File: src/rtl/mem_responder.sv
// -----------------------------------------------------------------------------
// mem_responder
//
// Memory-side responder for the CPU data port. A CPU read or write request on
// a 16-bit byte address is executed as one (byte) or two (word) accesses to a
// byte-wide synchronous SRAM with a one-cycle read latency. Word data is
// little-endian: the low byte lives at the even address, the high byte at +1.
//
// Ports
//   clk          system clock, all state changes on the rising edge
//   rst          asynchronous, active-high reset
//   addr         byte address of the request
//   wr_data      write data (byte writes use [7:0])
//   rd_mem       read request
//   wr_mem       write request (wins over rd_mem when both are high)
//   byt          1 = byte access, 0 = word access
//   rd_data      read result, byte reads zero-extended; holds until next read
//   ready        one-cycle completion pulse
//   busy         request in progress
//   err          pulses with ready when the completed request was malformed
//   mem_addr     SRAM byte address
//   mem_wdata    SRAM write data
//   mem_we       SRAM write enable
//   mem_re       SRAM read enable
//   mem_rdata    SRAM read data, valid the cycle after mem_re
//   dbg_state_o  current FSM state, for observation only
//
// Request handshake: a request is taken on any rising edge where the FSM is
// IDLE and rd_mem or wr_mem is high; the inputs are sampled on that edge only
// and need not be held afterwards. Requests presented while busy, or during
// the DONE cycle, are ignored (not queued). Completion is signalled by a single
// ready pulse; the requester re-presents a held request and it is taken on the
// edge that ends the cycle after ready.
//
// Every output is a register loaded from the next-state decode, so the SRAM
// side has no combinational path from the CPU request inputs.
// -----------------------------------------------------------------------------
module mem_responder (
    input  logic        clk,
    input  logic        rst,
    input  logic [15:0] addr,
    input  logic [15:0] wr_data,
    input  logic        rd_mem,
    input  logic        wr_mem,
    input  logic        byt,
    output logic [15:0] rd_data,
    output logic        ready,
    output logic        busy,
    output logic        err,
    output logic [15:0] mem_addr,
    output logic [7:0]  mem_wdata,
    output logic        mem_we,
    output logic        mem_re,
    input  logic [7:0]  mem_rdata,
    output logic [2:0]  dbg_state_o
);

    typedef enum logic [2:0] {
        IDLE   = 3'd0,
        RD_LO  = 3'd1,
        RD_HI  = 3'd2,
        RD_FIN = 3'd3,
        WR_LO  = 3'd4,
        WR_HI  = 3'd5,
        DONE   = 3'd6
    } state_t;

    // FSM state and latched request
    state_t      state_q, state_d;
    logic [15:0] a_q, a_d;          // request address, already rounded for words
    logic [15:0] wd_q, wd_d;        // request write data
    logic        byt_q, byt_d;      // request is a byte access
    logic        eflag_q, eflag_d;  // request was malformed
    logic [7:0]  rlo_q, rlo_d;      // low byte of a word read in flight

    // Registered outputs
    logic [15:0] rd_data_q, rd_data_d;
    logic        ready_q, ready_d;
    logic        busy_q, busy_d;
    logic        err_q, err_d;
    logic [15:0] mem_addr_q, mem_addr_d;
    logic [7:0]  mem_wdata_q, mem_wdata_d;
    logic        mem_we_q, mem_we_d;
    logic        mem_re_q, mem_re_d;

    // -------------------------------------------------------------------------
    // Next-state and next-output decode
    // -------------------------------------------------------------------------
    always_comb begin
        state_d   = state_q;
        a_d       = a_q;
        wd_d      = wd_q;
        byt_d     = byt_q;
        eflag_d   = eflag_q;
        rlo_d     = rlo_q;
        rd_data_d = rd_data_q;

        case (state_q)
            IDLE: begin
                if (wr_mem || rd_mem) begin
                    // Word accesses are forced onto an even address; an odd
                    // word address or a simultaneous read+write is flagged.
                    a_d     = byt ? addr : (addr & 16'hFFFE);
                    wd_d    = wr_data;
                    byt_d   = byt;
                    eflag_d = (rd_mem && wr_mem) || (!byt && addr[0]);
                    state_d = wr_mem ? WR_LO : RD_LO;
                end
            end
            RD_LO: begin
                state_d = byt_q ? RD_FIN : RD_HI;
            end
            RD_HI: begin
                // mem_rdata now carries the byte requested in RD_LO
                rlo_d   = mem_rdata;
                state_d = RD_FIN;
            end
            RD_FIN: begin
                rd_data_d = byt_q ? {8'h00, mem_rdata} : {mem_rdata, rlo_q};
                state_d   = DONE;
            end
            WR_LO: begin
                state_d = byt_q ? DONE : WR_HI;
            end
            WR_HI: begin
                state_d = DONE;
            end
            DONE: begin
                state_d = IDLE;
            end
            default: begin
                state_d = IDLE;
            end
        endcase

        // Outputs are decoded from the state being entered so that they are
        // registered together with it and line up with that state's cycle.
        mem_re_d    = 1'b0;
        mem_we_d    = 1'b0;
        mem_addr_d  = 16'h0000;
        mem_wdata_d = 8'h00;
        case (state_d)
            RD_LO: begin
                mem_re_d   = 1'b1;
                mem_addr_d = a_d;
            end
            RD_HI: begin
                mem_re_d   = 1'b1;
                mem_addr_d = a_d | 16'h0001;
            end
            WR_LO: begin
                mem_we_d    = 1'b1;
                mem_addr_d  = a_d;
                mem_wdata_d = wd_d[7:0];
            end
            WR_HI: begin
                mem_we_d    = 1'b1;
                mem_addr_d  = a_d | 16'h0001;
                mem_wdata_d = wd_d[15:8];
            end
            default: begin
                mem_re_d    = 1'b0;
                mem_we_d    = 1'b0;
                mem_addr_d  = 16'h0000;
                mem_wdata_d = 8'h00;
            end
        endcase

        ready_d = (state_d == DONE);
        err_d   = (state_d == DONE) && eflag_d;
        busy_d  = (state_d != IDLE);
    end

    // -------------------------------------------------------------------------
    // State and output registers
    // -------------------------------------------------------------------------
    always_ff @(posedge clk or posedge rst) begin
        if (rst) begin
            state_q     <= IDLE;
            a_q         <= 16'h0000;
            wd_q        <= 16'h0000;
            byt_q       <= 1'b0;
            eflag_q     <= 1'b0;
            rlo_q       <= 8'h00;
            rd_data_q   <= 16'h0000;
            ready_q     <= 1'b0;
            busy_q      <= 1'b0;
            err_q       <= 1'b0;
            mem_addr_q  <= 16'h0000;
            mem_wdata_q <= 8'h00;
            mem_we_q    <= 1'b0;
            mem_re_q    <= 1'b0;
        end else begin
            state_q     <= state_d;
            a_q         <= a_d;
            wd_q        <= wd_d;
            byt_q       <= byt_d;
            eflag_q     <= eflag_d;
            rlo_q       <= rlo_d;
            rd_data_q   <= rd_data_d;
            ready_q     <= ready_d;
            busy_q      <= busy_d;
            err_q       <= err_d;
            mem_addr_q  <= mem_addr_d;
            mem_wdata_q <= mem_wdata_d;
            mem_we_q    <= mem_we_d;
            mem_re_q    <= mem_re_d;
        end
    end

    assign rd_data     = rd_data_q;
    assign ready       = ready_q;
    assign busy        = busy_q;
    assign err         = err_q;
    assign mem_addr    = mem_addr_q;
    assign mem_wdata   = mem_wdata_q;
    assign mem_we      = mem_we_q;
    assign mem_re      = mem_re_q;
    assign dbg_state_o = state_q;

endmodule

File: config.mk
export PLATFORM = sky130hd
export DESIGN_NAME = mem_responder
export DESIGN_NICKNAME = d
export VERILOG_FILES = /design/src/rtl/mem_responder.sv
export SDC_FILE = /design/constraint.sdc
export NUM_CORES = 1
export LEC_CHECK = 0
export ABC_AREA = 1
export CAP_MARGIN = 20
export CORE_UTILIZATION = 25
export DETAILED_ROUTE_END_ITERATION = 10
export GPL_TIMING_DRIVEN = 0
export PLACE_DENSITY = 0.47
export SLEW_MARGIN = 20
export SYNTH_ARGS = -nofsm -noshare
export SYNTH_HDL_FRONTEND = slang
export SYNTH_SLANG_ARGS = --single-unit
File: constraint.sdc
create_clock -name clk -period 4.8 [get_ports clk]
set_input_delay 1.44 -clock clk [delete_from_list [all_inputs] [get_ports clk]]
set_output_delay 1.44 -clock clk [all_outputs]
set_load 0.005 [all_outputs]
After elaboration in Yosys (flattened, before gate mapping)
Index checks and enable logic that the tools add are counted.
Storage, ports and cells
  word-level logic and storage cells: 55
  bits in registers: 90
Operators by class
  mux-type cells: 17
  reduce and logical (&&, ||, !) cells: 14
  eq/ne operators: 10
Operator list (count)
  16-bit 2-to-1 mux: 5
  16-bit case mux with 2 select lines: 1
  8-bit case mux with 2 select lines: 1
  3-bit == test (second input constant): 5
  3-bit case mux with 5 select lines: 1
  2-bit OR reduction: 5
  3-bit by 2-bit == test with 1-bit output (second input constant): 3
  3-bit by 1-bit == test with 1-bit output (second input constant): 2
  1-bit 2-to-1 mux: 6
  3-bit 2-to-1 mux: 2
  1-bit logical AND: 3
  3-bit zero test: 1
  3-bit nonzero test: 1
  1-bit logical OR: 2
  2-bit 2-to-1 mux: 1
  2-bit AND reduction: 1
  1-bit zero test: 1

Longest topological paths before layout
  depth in word-level cells: 6
  gate-level depth with buffers: 10
  gate-level depth less buffers: 9

Worst setup path before layout
OpenSTA, ideal clock, no wires.
  path type: input port to flip-flop
  start: input wr_mem
  end: register err_q, in the netlist err
  stages: 7
  data arrival time: 2.389 ns
  required time: 4.681 ns
  setup time: 0.119 ns
  path buffers: 1
  slack: 2.292 ns
  path through: inv_1 nand2_1 a21oi_4 buf_2 nand2_1 o21a_1 and2_1
On the way
  word-level cells in the longest chain between the ends: 5
  elaborated cells on any way between the ends: 10
  classes of those cells: eq/ne (1); mux (5); reduce/logical (4)
RTL lines
  from (decl): line 44  | input logic wr_mem,
  1-bit logical AND: line 106  | eflag_d = (rd_mem && wr_mem) || (!byt && addr[0]);
  1-bit logical OR: line 106
  1-bit 2-to-1 mux (*): line 100  | if (wr_mem || rd_mem) begin
  1-bit 2-to-1 mux (*): line 98  | case (state_q)
  named net eflag_d: line 73  | logic eflag_q, eflag_d;
  1-bit logical AND (*): line 170  | err_d = (state_d == DONE) && eflag_d;
  named net err_d: line 80  | logic err_q, err_d;
  to (signal assigned): line 203  | err_q <= err_d;
  to (decl): line 80
The timed path passes the listed nets; every way through them passes the cells marked *.
A chain may end at the register's enable or synchronous reset.

Worst setup path after layout
  start: register state_q[2], in the netlist dbg_state_o[2]
  end: output dbg_state_o[2]
RTL lines
  from (decl): line 69  | state_t state_q, state_d;
  from (signal assigned): line 194  | state_q <= state_d;
  to (decl): line 55  | output logic [2:0] dbg_state_o
No word-level cell between the ends.

==> results.md <==
- Final Slew Violations: 0
- Critical path peak fanout: 8
- Rows: 43
- Clock sinks: 89
- Tcrit/Tclk final: 60.7%
- WP data required: 3.36 ns
- Syn Inst Count: 369
- Inst Count DP: 642
- CTS max path bufs: 2
- DR pass1 iterations: 4
- Vias: 2,793
- Final HPWL DP: 6270 µm
- Die width: 121 µm
- Library cells used by synthesis: 30
- Total CTS buffers: 9
- Startpoint Class: register
- Switch Pwr: 0.00113 W
- Critical path's slowest cell: clkdlybuf4s50_1
- Unrepaired setup endpoints after global routing: no
- Fmax: 343 MHz
- Initial antenna violation count: 0
- ANT nets after route: 0
- DRC viols: 0
- Placed cell areas: 4730 µm²
- Die Y: 121 µm
- Mapped Area: 3550 µm²
- Worst VDD drop: 0.000185 V
- Worst hold margin: 0.466 ns
- Routability cong.: 0.744
- CP delay by family, top: buffers and inverters
- Worst-margin pin slew: 0.733 ns
- Pwr Density: 642 nW/µm²
- Post-CTS Setup Bufs: 0
- Number of max-cap violations: 0
- P_leak: 2.39 nW
- Clock Latency Late Sink: 0.34 ns
- Max-slew headroom: 51.0%
- Crit end category: output port
- Fin Setup TNS: 0 ns
- Syn Nets: 414
- Hold_buf cts: 0
- Final instance area: 5010 µm²
- I/O pin total: 93
- Total power: 0.00322 W
- Hold Vio Cnt, Final: 0
- Total of cells resized after clock tree synthesis: 0
- NumNets Final: 518
- Status: finished, final reports clean
- DRT Wirelength: 8830 µm
- CTS tree: built
- Multi-input logic area: 1190 µm²
- Data arrival, critical path: 1.47 ns
- Full die area: 14,700 µm²
- CP Cell Sequence: clkdlybuf4s50_1
- Clock transition at the registers of the reported paths: 0.06 ns
- Seq cells post-synth: 89
- Int Pwr: 0.00209 W
- Vias in the first global route: 2,760
- Wire per inst: 13.5 µm
- First-pass GRT wire length: 14,100 µm
- Routed vias/inst: 4.26
- Seq pwr share: 37.8%
- Crit-path max cell delay: 0.59 ns
- Comb power frac: 41.0%
- Clock share of power: 21.1%
- # diodes: 0
- Syn_area_per_cell: 9.63 µm²
- Hold Path Class: register to register
- Setup violations, final: 0
- Commonest non-fill, non-tap cell in the layout: nand2_1
- Non-filler cells, final: 656
- Clock Skews: 0.00750 ns
- Initial DRC Count: 107
- Port Buf Inserts: 92
- Crit path buf inv count: 1
- Root buffer cell: clkbuf_16
- Leading cell types in the layout, fill and taps excluded: nand2_1 (161), clkdlybuf4s50_1 (92), dfrtp_1 (89), nand3_1 (18), nor2_1 (11)
- Register area: 2230 µm²
- Gr usage total: 12.9%
- Layout cell share with drive strength beyond 1: 10.5%
- Yosys warnings: 0
- Kind of critical path: register to output port
- Crit path time final: 2.91 ns
- Switch share: 35.0%
- Core Region: 13,900 µm²
- Pin count of the biggest net entering global routing: 49
- Grt ovf: 0
- Fill cell count: 1,469
- Sequential fraction of the synthesis area: 62.7%
- Starting density of the core: 25.6%
- CTS H-Tree Depth: 3
- Area Growth Syn to Fin: 41.0%
[layout make-up]
type / instances / area share, %
Buffer: 13 / 1.55
Clock buffer: 11 / 4.65
Clock inverter: 3 / 0.875
Inverter: 14 / 1.15
Multi-Input combinational cell: 253 / 23.9
Sequential cell: 89 / 44.5
Tap cell: 180 / 4.50
Timing Repair Buffer: 93 / 18.9
[stage by stage]
stage	utilization, %	setup slack, ns
final	36.1	1.89
after global routing	36.1	1.77
after CTS	36.1	1.86
after detailed placement	34.1	1.53
after global placement	33.8	-0.507
after floorplan	-	1.05
[cells by family after synthesis]
group | Yosys count | synth area share, %
simple gates | 211 | 25.3
buf+inv | 27 | 3.66
flops | 89 | 62.7
compound gates | 42 | 8.31
[path summary, 6_finish.rpt]
check / startpoint / end / slack [ns] / cells after the start
max in group asynchronous: rst / a_q[8] / 2.75 / 3
min in group asynchronous: rst / rlo_q[5] / 1.50 / 2
max: dbg_state_o[2] / dbg_state_o[2] / 1.89 / 1
min: wd_q[8] / wd_q[8] / 0.47 / 2
min reg2reg: wd_q[8] / wd_q[8] / 0.47 / 2
max reg2reg: dbg_state_o[1] / mem_addr[5] / 2.92 / 9
[power groups by stage]
| stage | Combinational, W | Clock (W) | Sequential, W |
|---|---|---|---|
| after global routing | 0.00149 | 0.000730 | 0.00125 |
| after detailed placement | 0.00134 | 0 | 0.00123 |
| after global placement | 0.00133 | 0 | 0.00123 |
| after CTS | 0.00135 | 0.000702 | 0.00122 |
| final | 0.00132 | 0.000679 | 0.00122 |
| after floorplan | 0.000779 | 0 | 0.00122 |
[metal layers]
layer | share of wire [%] | GRT usage, %
met1 | 46 | 16.6
met2 | 47 | 19.8
met3 | 5.0 | 3.85
met4 | 1.9 | 6.02
met5 | 0 | 0
[sequential cells by signal, summed over array words and instances, names as in the netlist]
register     flops
dbg_state_o      3
eflag_q          1
wd_q            16
mem_wdata        8
err              1
mem_addr        16
a_q             15
ready            1
busy             1
byt_q            1
rlo_q            8
rd_data         16
mem_we           1
mem_re           1
[cell usage after synthesis]
| master | count | area, µm² |
|---|---|---|
| a21oi_4 | 1 | 16.3 |
| a22oi_1 | 1 | 7.51 |
| a22oi_2 | 1 | 12.5 |
| a31oi_1 | 9 | 56.3 |
| and2_1 | 1 | 6.26 |
| buf_2 | 8 | 40.0 |
| buf_6 | 1 | 11.3 |
| buf_8 | 1 | 15.0 |
| clkbuf_1 | 3 | 11.3 |
| clkinv_1 | 1 | 3.75 |
| dfrtp_1 | 89 | 2230 |
| inv_1 | 9 | 33.8 |
| inv_2 | 4 | 15.0 |
| nand2_1 | 161 | 604 |
| nand2_2 | 2 | 12.5 |
| nand2_4 | 2 | 22.5 |
| nand3_1 | 18 | 90.1 |
| nand3_2 | 2 | 20.0 |
| nand4_1 | 1 | 6.26 |
| nor2_1 | 11 | 41.3 |
| nor2_2 | 3 | 18.8 |
| nor2_4 | 1 | 11.3 |
| nor3_4 | 1 | 16.3 |
| o211ai_1 | 8 | 60.1 |
| o21a_1 | 9 | 67.6 |
| o21ai_0 | 9 | 45.0 |
| o21ai_2 | 1 | 8.76 |
| o22ai_1 | 1 | 6.26 |
| o31ai_1 | 2 | 15.0 |
| or2_2 | 8 | 50.1 |
Note: power is estimated with default switching activity, not from simulation.
